File: src/rtl/ext_bus_pkg.sv
// Shared state encoding and sizing helpers for the external-bus controller.
package ext_bus_pkg;

  typedef enum logic [2:0] {
    ST_IDLE,
    ST_ADDR,
    ST_WAIT,
    ST_DATA,
    ST_DONE
  } state_t;

  // Wide enough for up to 256 beats per phase and the 0..15 wait range.
  localparam int CNT_W = 8;

  function automatic int ceil_div(input int num, input int den);
    return (num + den - 1) / den;
  endfunction

endpackage

File: src/rtl/ext_bus_sync2.sv
// Two-flop synchroniser for the asynchronous pad ready strobe.
module ext_bus_sync2 (
  input  logic clk,
  input  logic rst_n,
  input  logic d,
  output logic q
);

  logic meta;

  always_ff @(posedge clk or negedge rst_n) begin
    if (!rst_n) begin
      meta <= 1'b0;
      q    <= 1'b0;
    end else begin
      meta <= d;
      q    <= meta;
    end
  end

endmodule

File: src/rtl/ext_bus_ctrl.sv
// Serialises core bus accesses into ADDR / WAIT / DATA beats on a narrow pad bus.
// Optional EXT_BUS_READY_EN adds a synchronised pad_rdy that extends WAIT.
//
// state | meaning
// IDLE  | waiting for req; captures we/addr/wdata
// ADDR  | driving address beats, MS beat first, ale high
// WAIT  | turnaround, pads released
// DATA  | driving write beats or sampling read beats
// DONE  | one-cycle ack, chip select dropped
module ext_bus_ctrl
  import ext_bus_pkg::*;
#(
  parameter int ADDR_W      = 12,
  parameter int DATA_W      = 4,
  parameter int PIN_W       = 4,
  parameter int WAIT_CYCLES = 0
) (
  input  logic              clk,
  input  logic              rst_n,
  input  logic              req,
  input  logic              we,
  input  logic [ADDR_W-1:0] addr,
  input  logic [DATA_W-1:0] wdata,
  output logic [DATA_W-1:0] rdata,
  output logic              ack,
  output logic              busy,
  output logic [PIN_W-1:0]  pad_out,
  input  logic [PIN_W-1:0]  pad_in,
  output logic [PIN_W-1:0]  pad_oe,
  output logic              pad_ale,
  output logic              pad_we,
  output logic              pad_cs
`ifdef EXT_BUS_READY_EN
  ,
  input  logic              pad_rdy
`endif
);

  localparam int A      = ceil_div(ADDR_W, PIN_W);
  localparam int D      = ceil_div(DATA_W, PIN_W);
  localparam int AW_EXT = A * PIN_W;
  localparam int DW_EXT = D * PIN_W;

  localparam logic [CNT_W-1:0] A_LAST = CNT_W'(A - 1);
  localparam logic [CNT_W-1:0] D_LAST = CNT_W'(D - 1);
  localparam logic [CNT_W-1:0] W_LAST = (WAIT_CYCLES == 0) ? '0 : CNT_W'(WAIT_CYCLES - 1);

  logic rdy_sync;
`ifdef EXT_BUS_READY_EN
  localparam bit USE_WAIT = 1'b1;
  ext_bus_sync2 u_rdy_sync (
    .clk  (clk),
    .rst_n(rst_n),
    .d    (pad_rdy),
    .q    (rdy_sync)
  );
`else
  localparam bit USE_WAIT = (WAIT_CYCLES != 0);
  assign rdy_sync = 1'b1;
`endif

  state_t              state, state_nxt;
  logic [CNT_W-1:0]    cnt;
  logic                cnt_tc;
  logic                we_q;
  logic [AW_EXT-1:0]   addr_sh;
  logic [DW_EXT-1:0]   wdata_sh;
  logic [DW_EXT-1:0]   rd_sh;
  logic [DW_EXT-1:0]   rd_nxt;

  assign cnt_tc = (cnt == '0);
  assign rd_nxt = (rd_sh << PIN_W) | DW_EXT'(pad_in);

  always_ff @(posedge clk or negedge rst_n) begin
    if (!rst_n) state <= ST_IDLE;
    else        state <= state_nxt;
  end

  always_comb begin
    state_nxt = state;
    case (state)
      ST_IDLE: if (req) state_nxt = ST_ADDR;
      ST_ADDR: if (cnt_tc) state_nxt = USE_WAIT ? ST_WAIT : ST_DATA;
      ST_WAIT: if (cnt_tc && rdy_sync) state_nxt = ST_DATA;
      ST_DATA: if (cnt_tc) state_nxt = ST_DONE;
      ST_DONE: state_nxt = ST_IDLE;
      default: state_nxt = ST_IDLE;
    endcase
  end

  // Beat counter saturates at zero; each phase reloads it on its way out.
  always_ff @(posedge clk or negedge rst_n) begin
    if (!rst_n) begin
      cnt      <= '0;
      we_q     <= 1'b0;
      addr_sh  <= '0;
      wdata_sh <= '0;
      rd_sh    <= '0;
      rdata    <= '0;
    end else begin
      if (!cnt_tc) cnt <= cnt - 1'b1;
      case (state)
        ST_IDLE: begin
          if (req) begin
            cnt      <= A_LAST;
            we_q     <= we;
            addr_sh  <= AW_EXT'(addr);
            wdata_sh <= DW_EXT'(wdata);
          end
        end
        ST_ADDR: begin
          addr_sh <= addr_sh << PIN_W;
          if (cnt_tc) cnt <= USE_WAIT ? W_LAST : D_LAST;
        end
        ST_WAIT: begin
          if (cnt_tc && rdy_sync) cnt <= D_LAST;
        end
        ST_DATA: begin
          wdata_sh <= wdata_sh << PIN_W;
          if (!we_q) begin
            rd_sh <= rd_nxt;
            if (cnt_tc) rdata <= rd_nxt[DATA_W-1:0];
          end
        end
        default: ;
      endcase
    end
  end

  always_comb begin
    busy    = (state != ST_IDLE);
    ack     = (state == ST_DONE);
    pad_cs  = (state == ST_ADDR) || (state == ST_WAIT) || (state == ST_DATA);
    pad_ale = (state == ST_ADDR);
    pad_we  = pad_cs & we_q;
    pad_oe  = '0;
    pad_out = '0;
    if (state == ST_ADDR) begin
      pad_oe  = '1;
      pad_out = addr_sh[AW_EXT-1 -: PIN_W];
    end else if ((state == ST_DATA) && we_q) begin
      pad_oe  = '1;
      pad_out = wdata_sh[DW_EXT-1 -: PIN_W];
    end
  end

endmodule

File: config.mk
export PLATFORM = sky130hd
export DESIGN_NAME = ext_bus_ctrl
export DESIGN_NICKNAME = d
export VERILOG_FILES = /design/src/rtl/ext_bus_pkg.sv /design/src/rtl/ext_bus_sync2.sv /design/src/rtl/ext_bus_ctrl.sv
export SDC_FILE = /design/constraint.sdc
export NUM_CORES = 1
export LEC_CHECK = 0
export CAP_MARGIN = 20
export CORE_ASPECT_RATIO = 1.2
export CORE_UTILIZATION = 40
export CTS_CLUSTER_SIZE = 25
export DETAILED_ROUTE_END_ITERATION = 12
export PLACE_DENSITY = 0.75
export SYNTH_ARGS = -nofsm -noshare
export SYNTH_HDL_FRONTEND = slang
export SYNTH_SLANG_ARGS = --single-unit
File: constraint.sdc
create_clock -name clk -period 2.85 [get_ports clk]
set_input_delay 0.855 -clock clk [delete_from_list [all_inputs] [get_ports clk]]
set_output_delay 0.855 -clock clk [all_outputs]
set_load 0.02 [all_outputs]
# == Yosys cells after proc, flatten, opt, wreduce, memory -nomap -nowiden ==
# Index checks and enable logic that the tools add are counted.
# W data, S select, Z words.
# classes
n_addsub,1
eq_ne,7
muxes,16
n_bitwise,2
reduce_logical,14
# op_table
operator,n
$mux W8,3
$pmux W12 S2,1
$mux W4,5
$pmux W8 S2,1
$mux W12,1
$mux W3,3
$pmux W3 S3,1
$logic_not A8 Y1,1
$pmux W4 S2,1
$sub A8 B1 Y8 const B,1
$eq A3 B2 Y1 const B,2
$reduce_and A2 Y1,3
$reduce_and A3 Y1,2
$ne A2 B2 Y1 const B,2
$reduce_bool A2 Y1,2
$eq A3 B1 Y1 const B,1
$eq A3 B3 Y1 const B,1
$logic_not A3 Y1,1
$reduce_bool A3 Y1,1
$logic_or A1 B1 Y1,2
$ne A2 B1 Y1 const B,1
$reduce_or A2 Y1,1
$and A1 B1 Y1,1
$logic_and A1 B1 Y1,1
$not A1 Y1,1
# totals
regBits,32
inputBits,24
elab_cells,46

# == Longest topological paths before layout ==
# depth
ltp_word,4
ltp_mapped,8

# == Worst setup path before layout ==
# Ideal clock, no wire load.
# synth_path
kind,reg2out
startpoint,register state[1]
endpoint,output port pad_out[0]
t_arrival_ns,1.783
required_ns,1.995
setup_slack_ns,0.212
stages_incl_launch_ff,7
n_path_buf,2
path_cell_list,dfrtp_1 buf_2 or3b_2 inv_1 buf_2 nand2_1 a21oi_1
# synth_rtl
item,line_no,source
start: declaration,ext_bus_ctrl.sv:62,"state_t state, state_nxt;"
start signal: assignment,ext_bus_ctrl.sv:76,else state <= state_nxt;
$eq A3 B1 Y1,-,
net pad_ale,ext_bus_ctrl.sv:30,"output logic pad_ale,"
$mux W4,ext_bus_ctrl.sv:138,if (state == ST_ADDR) begin
end: declaration,ext_bus_ctrl.sv:27,"output logic [PIN_W-1:0] pad_out,"
# The timed path passes the listed nets, and every way through them passes these cells.

# == Worst setup path after layout ==
# layout_path
startpoint,register state[2]
endpoint,output port pad_out[1]
# layout_between
elab_chain_cells,4
# layout_rtl
item,line_no,source
$eq A3 B2 Y1,ext_bus_ctrl.sv:141,end else if ((state == ST_DATA) && we_q) begin
$logic_and A1 B1 Y1,ext_bus_ctrl.sv:141,
$mux W4,ext_bus_ctrl.sv:141,
$mux W4 (*),ext_bus_ctrl.sv:138,
# Every way passes the cells marked *; elsewhere a longest branch is shown, timed or not.

==> flow_metrics.env <==
export IMPL_status="complete, no violations"
export IMPL_core_area_um2=3724
export IMPL_cts_buffers=5
export IMPL_reg2reg_from="cnt[0]$_DFF_PN0_"
export IMPL_hold_buffers=0
export IMPL_syn_to_final_growth_pct=35.39
export IMPL_worstHoldStart="addr_sh[0]$_DFFE_PN0P_"
export IMPL_crit_required_ps=2000
export IMPL_postLayoutCoreUtil_pct=58.37
export IMPL_grtUsageTotal_pct=17.59
export IMPL_chipWidth_um=59.83
export IMPL_end_kind="primary output"
export IMPL_power_density_nw_per_um2=1050
export IMPL_grt_pass1_wl_mm=5.713
export IMPL_fillers=345
export IMPL_total_power_uw=2282
export IMPL_worstSetupStartpointType="flip-flop"
export IMPL_slowest_delay_ps=480
export IMPL_fin_nets=236
export IMPL_gp_congestion=0.7743
export IMPL_root_buffer="clkbuf_8"
export IMPL_holdPathEnd="addr_sh[0]$_DFFE_PN0P_"
export IMPL_final_cell_mix="dfrtp_1, clkdlybuf4s50_1, nand2_1"
export IMPL_drv_cap=0
export IMPL_drcViolationCount=0
export IMPL_final_common_cell="dfrtp_1"
export IMPL_max_slew_margin_pct=66.60
export IMPL_ant_nets=0
export IMPL_ys_ff_latch=32
export IMPL_htree_levels=2
export IMPL_ys_warnings_count=0
export IMPL_worstPathMaxFanout=5
export IMPL_initial_core_util_pct=43.11
export IMPL_dp_hpwl_mm=2.434
export IMPL_dieArea_um2=4272
export IMPL_die_height_um=71.40
export IMPL_ir_drop_v=0.0004984
export IMPL_fin_crit_sh_pct=93.54
export IMPL_crit_type="reg -> out"
export IMPL_cts_sinks=32
export IMPL_vias=1375
export IMPL_cp_cell_sequence="or3b_2 > inv_1 > nand2_1 > a21oi_1 > dlygate4sd2_1"
export IMPL_worst_path_max_delay_cell="or3b_2"
export IMPL_drive_gt1_share_pct=11.90
export IMPL_reg2reg_depth=8
export IMPL_rsz0062_at_grt="no"
export IMPL_fmax_ghz=0.3751
export IMPL_hold_path_class="reg -> reg"
export IMPL_wirelength_mm=3.424
export IMPL_p_leak_uw=0.0009163
export IMPL_rows=24
export IMPL_synth_net_count=194
export IMPL_finalCriticalPeriod_ps=2666
export IMPL_arrival_ps=1810
export IMPL_grt_max_degree=33
export IMPL_synth_avg_cell_area_um2=9.613
export IMPL_setup_viol=0
export IMPL_clk_latency_ps=280
export IMPL_drtIter0Drc=131
export IMPL_yosysTopAreaCell="dfrtp_1"
export IMPL_cts_tree="done"
export IMPL_slew_violations=0
export IMPL_netlist_area_leader_share_pct=49.88
export IMPL_yosys_top_cells_area="dfrtp_1, nand2_1, nor3_1, a21oi_1, o22ai_1"
export IMPL_grt_overflow=0
export IMPL_grt_pass1_vias=1383
export IMPL_skew_ps=5.086
export IMPL_synthCells=167
export IMPL_r2r_slack_ps=650
export IMPL_holdPathStages=1
export IMPL_io_buffers=40
export IMPL_wire_per_inst_um=13.07
export IMPL_yosysUniqueCellTypes=34
export IMPL_ys_seq_area_share_pct=49.88
export IMPL_finalSetupTns_ps=0
export IMPL_syn_cell_area_um2=1605
export IMPL_reg2reg_to="cnt[0]$_DFF_PN0_"
export IMPL_firstDrtPassIters=4
export IMPL_insertedDiodeCount=0
export IMPL_path_clk_slew_ps=60
export IMPL_antenna_found_initial=0
export IMPL_cts_setup_buffers=0
export IMPL_ctsLongestPathBuffers=2
export IMPL_hold_viol=0
export IMPL_tightest_slew_ps=499.6
export IMPL_viasPerCell=5.248
export IMPL_ios=41
area by class of cell:
cell class	instances	area (um^2)	share of cell area [%]
clock buffer	8	90.09	4.145
inverter	6	22.52	1.036
sequential	32	800.8	36.85
tap	52	65.06	2.994
multi-input combinational	115	723.2	33.28
timing repair buffer	49	471.7	21.70
critical path: cells and delay by family (launching register included):
| kind | cells | cell delay (ps) |
|---|---|---|
| compound gates | 1 | 110 |
| buf+inv | 2 | 490 |
| flops | 1 | 370 |
| simple gates | 2 | 560 |
through the flow:
| stage | setup slack [ps] | hold WS (ps) | area [um^2] | cells |
|---|---|---|---|---|
| after global routing | 63.64 | 532.5 | 2173 | 262 |
| final | 184.2 | 503.7 | 2173 | 262 |
| after floorplan | 212.4 | 466.4 | 1605 | 167 |
| after CTS | 55.56 | 508.0 | 2163 | 262 |
| after detailed placement | 195.5 | 485.9 | 2079 | 254 |
| after global placement | 245.1 | 487.4 | 2079 | 254 |
repair_timing:
action / 4_1_cts / 5_1_grt
resized for setup: 5 / 4
cloned: 0 / 0
setup endpoints to repair: 5 / 4
sequential cells by signal, summed over array words and instances, names as in the netlist:
name / count
we_q: 1
addr_sh: 12
cnt: 8
rdata: 4
state: 3
wdata_sh: 4
layer usage:
layer,track usage [%],vias to the layer above,share of wire [%]
li1,-,674,-
met4,7.752,0,2.1
met3,4.152,10,5.1
met2,29.88,37,47
met5,0,-,0
met1,20.71,654,45
cells in the mapped netlist:
master	n
dfrtp_1	32
nand2_1	19
nor2_1	14
nor3_1	13
a21oi_1	12
o22ai_1	9
clkbuf_1	8
inv_1	6
o21ai_0	6
a22o_1	4
mux2_2	4
or3_1	4
buf_2	3
buf_4	3
ha_1	3
or4_1	3
xnor2_1	3
a311oi_1	2
and2_1	2
nand4b_1	2
nor4b_2	2
a31o_2	1
and3_1	1
and3b_1	1
nand2b_1	1
nor2b_1	1
nor4b_1	1
o2111ai_1	1
o211ai_1	1
o31a_1	1
o31ai_1	1
or3b_2	1
or4b_2	1
or4b_4	1
where the power goes:
part           leakage (uW)  internal (uW)  total [uW]  switching (uW)
clock             0.0000455            197         351             154
sequential         0.000404            624         756             132
combinational      0.000467            547        1170             627
total              0.000916           1370        2280             914
kinds of logic after synthesis:
group           share of synthesized area (%)
simple gates                            22.76
compound gates                          14.97
mux                                     2.806
fa+ha+maj                               2.339
buf+inv                                 5.611
flops                                   49.88
xor+xnor                                1.637
how the worst max path moves through the flow:
| stage | start | end | depth (start not counted) |
|---|---|---|---|
| final | state[2]$_DFFE_PN0P_ | pad_out[1] | 5 |
| after global routing | state[2]$_DFFE_PN0P_ | pad_out[1] | 5 |
| after CTS | state[2]$_DFFE_PN0P_ | pad_oe[2] | 6 |
| after detailed placement | state[2]$_DFFE_PN0P_ | pad_out[2] | 5 |
| after global placement | state[2]$_DFFE_PN0P_ | pad_out[0] | 5 |
| after floorplan | state[1]$_DFFE_PN0P_ | pad_out[0] | 6 |
Note: power is estimated with default switching activity, not from simulation.
==> RTL edit (config.mk and constraints unchanged) <==
Add a define of `EXT_BUS_READY_EN`.
--- a/src/rtl/ext_bus_ctrl.sv
+++ b/src/rtl/ext_bus_ctrl.sv
@@ -7,6 +7,8 @@
 // WAIT  | turnaround, pads released
 // DATA  | driving write beats or sampling read beats
 // DONE  | one-cycle ack, chip select dropped
+`define EXT_BUS_READY_EN
+
 module ext_bus_ctrl
   import ext_bus_pkg::*;
 #(
Interface: changed (added pad_rdy); port bits go from 41 to 42. The function was not compared with the original's and may differ.
==> RTL edit against the unedited design <==
Fmax down 1.2%. Cell count up 3.1%. Global-route usage grew 0.29 points. Routed wire length grew 12%. Cell area increased by 9.4%. Sequential power increased by 7.4%. Utilization is 0.095 points higher. Total power rose by 16%. Area after synthesis increased by 8.9%. Sequential cell count is 2 higher. Clock power grew 55%. Synthesized cell count is 2.4% higher. Setup slack got worse by 0.033 ns. Critical path type unchanged. Critical endpoint is now pad_out[2]. Largest cell class unchanged.
==> RTL edit: results <==
outcome:
  status: "complete, no violations"
routing:
  viasPerCell: 5.43
  vias: 1466
worst_setup_path:
  arrival_ns: 1.84
  rrSetupSlack_ns: 0.54
  crit_path_max_fanout: 13
  crit_family: "buffers and inverters"
place:
  dp_cells: 262
  gp_congestion: 0.812
  place_hpwl_um: 2700
final_layout:
  drive_gt1_frac: 0.162
  fillerInstances: 353
  syn_to_final_growth_pct: 36.0
  nNetsFinal: 242
sta:
  hold_ws_ns: 0.355
  fin_worst_skew_ns: 0.00939
  worst_slack_ns: 0.151
  tightest_slew_ns: 0.520
cts:
  path_clk_slew_ns: 0.08
synthesis:
  ys_top_cells_by_area: "dfrtp_1, nand2b_1, o221a_2"
  yosysSeqAreaShare: 0.487
grt:
  grt_pass1_wl_um: 6370
  grt_pass1_vias: 1338
  grt_max_degree: 35
power:
  ir_drop_mv: 0.543
  switchingPower_mw: 1.02
  pg_comb_mw: 1.29
  p_clk_frac: 0.205
min_path:
  hold_start: "u_rdy_sync.meta"
[RTL edit: changes by cell type after synthesis, sizes merged, moves of 5 or more]
| cell | unedited run | this run |
|---|---|---|
| nand2 | 19 | 11 |
| nand2b | 1 | 13 |
| nor2 | 14 | 7 |
| nor3 | 13 | 5 |
| o21ai | 6 | 11 |
| o221a | 0 | 6 |
| o22ai | 9 | 0 |
[RTL edit: area by class of cell]
type,instances,area share
Clock buffer,5,0.0289
Clock inverter,3,0.0289
Inverter,8,0.0126
Multi-Input combinational cell,117,0.342
Sequential cell,34,0.358
Tap cell,54,0.0284
Timing Repair Buffer,49,0.202
[RTL edit: cells by family (layout without fill, tap and decap cells)]
group                    Yosys count  in the layout  share of synthesized area
AO/OA/AOI/OAI                     47             47                      0.193
XOR/XNOR                           1              1                    0.00501
buffers and inverters             20             65                     0.0537
flip-flops                        34             34                      0.487
multiplexers                       5              5                     0.0322
adder cells (fa/ha/maj)            2              2                     0.0143
AND/OR/NAND/NOR                   62             62                      0.215
[RTL edit: path summary, 6_finish.rpt]
path / endpoint / depth (start not counted)
max in group asynchronous: addr_sh[3] / 2
worst min-delay path: u_rdy_sync.q / 0
worst min register to register: u_rdy_sync.q / 0
worst max-delay path: pad_out[2] / 4
min in group asynchronous: wdata_sh[1] / 2
worst max register to register: cnt[0] / 9
[RTL edit: routing by layer]
layer	vias up	global-route usage	part of all wire
met4	0	0.0775	0.021
met2	37	0.299	0.49
met5	-	0	0
met3	7	0.0383	0.037
met1	708	0.227	0.45
li1	714	-	-
[RTL edit: timing repair]
action                                  in CTS  in global routing
resized for setup                            1                  4
buffers inserted                             0                  0
endpoints found under the setup margin       4                  4
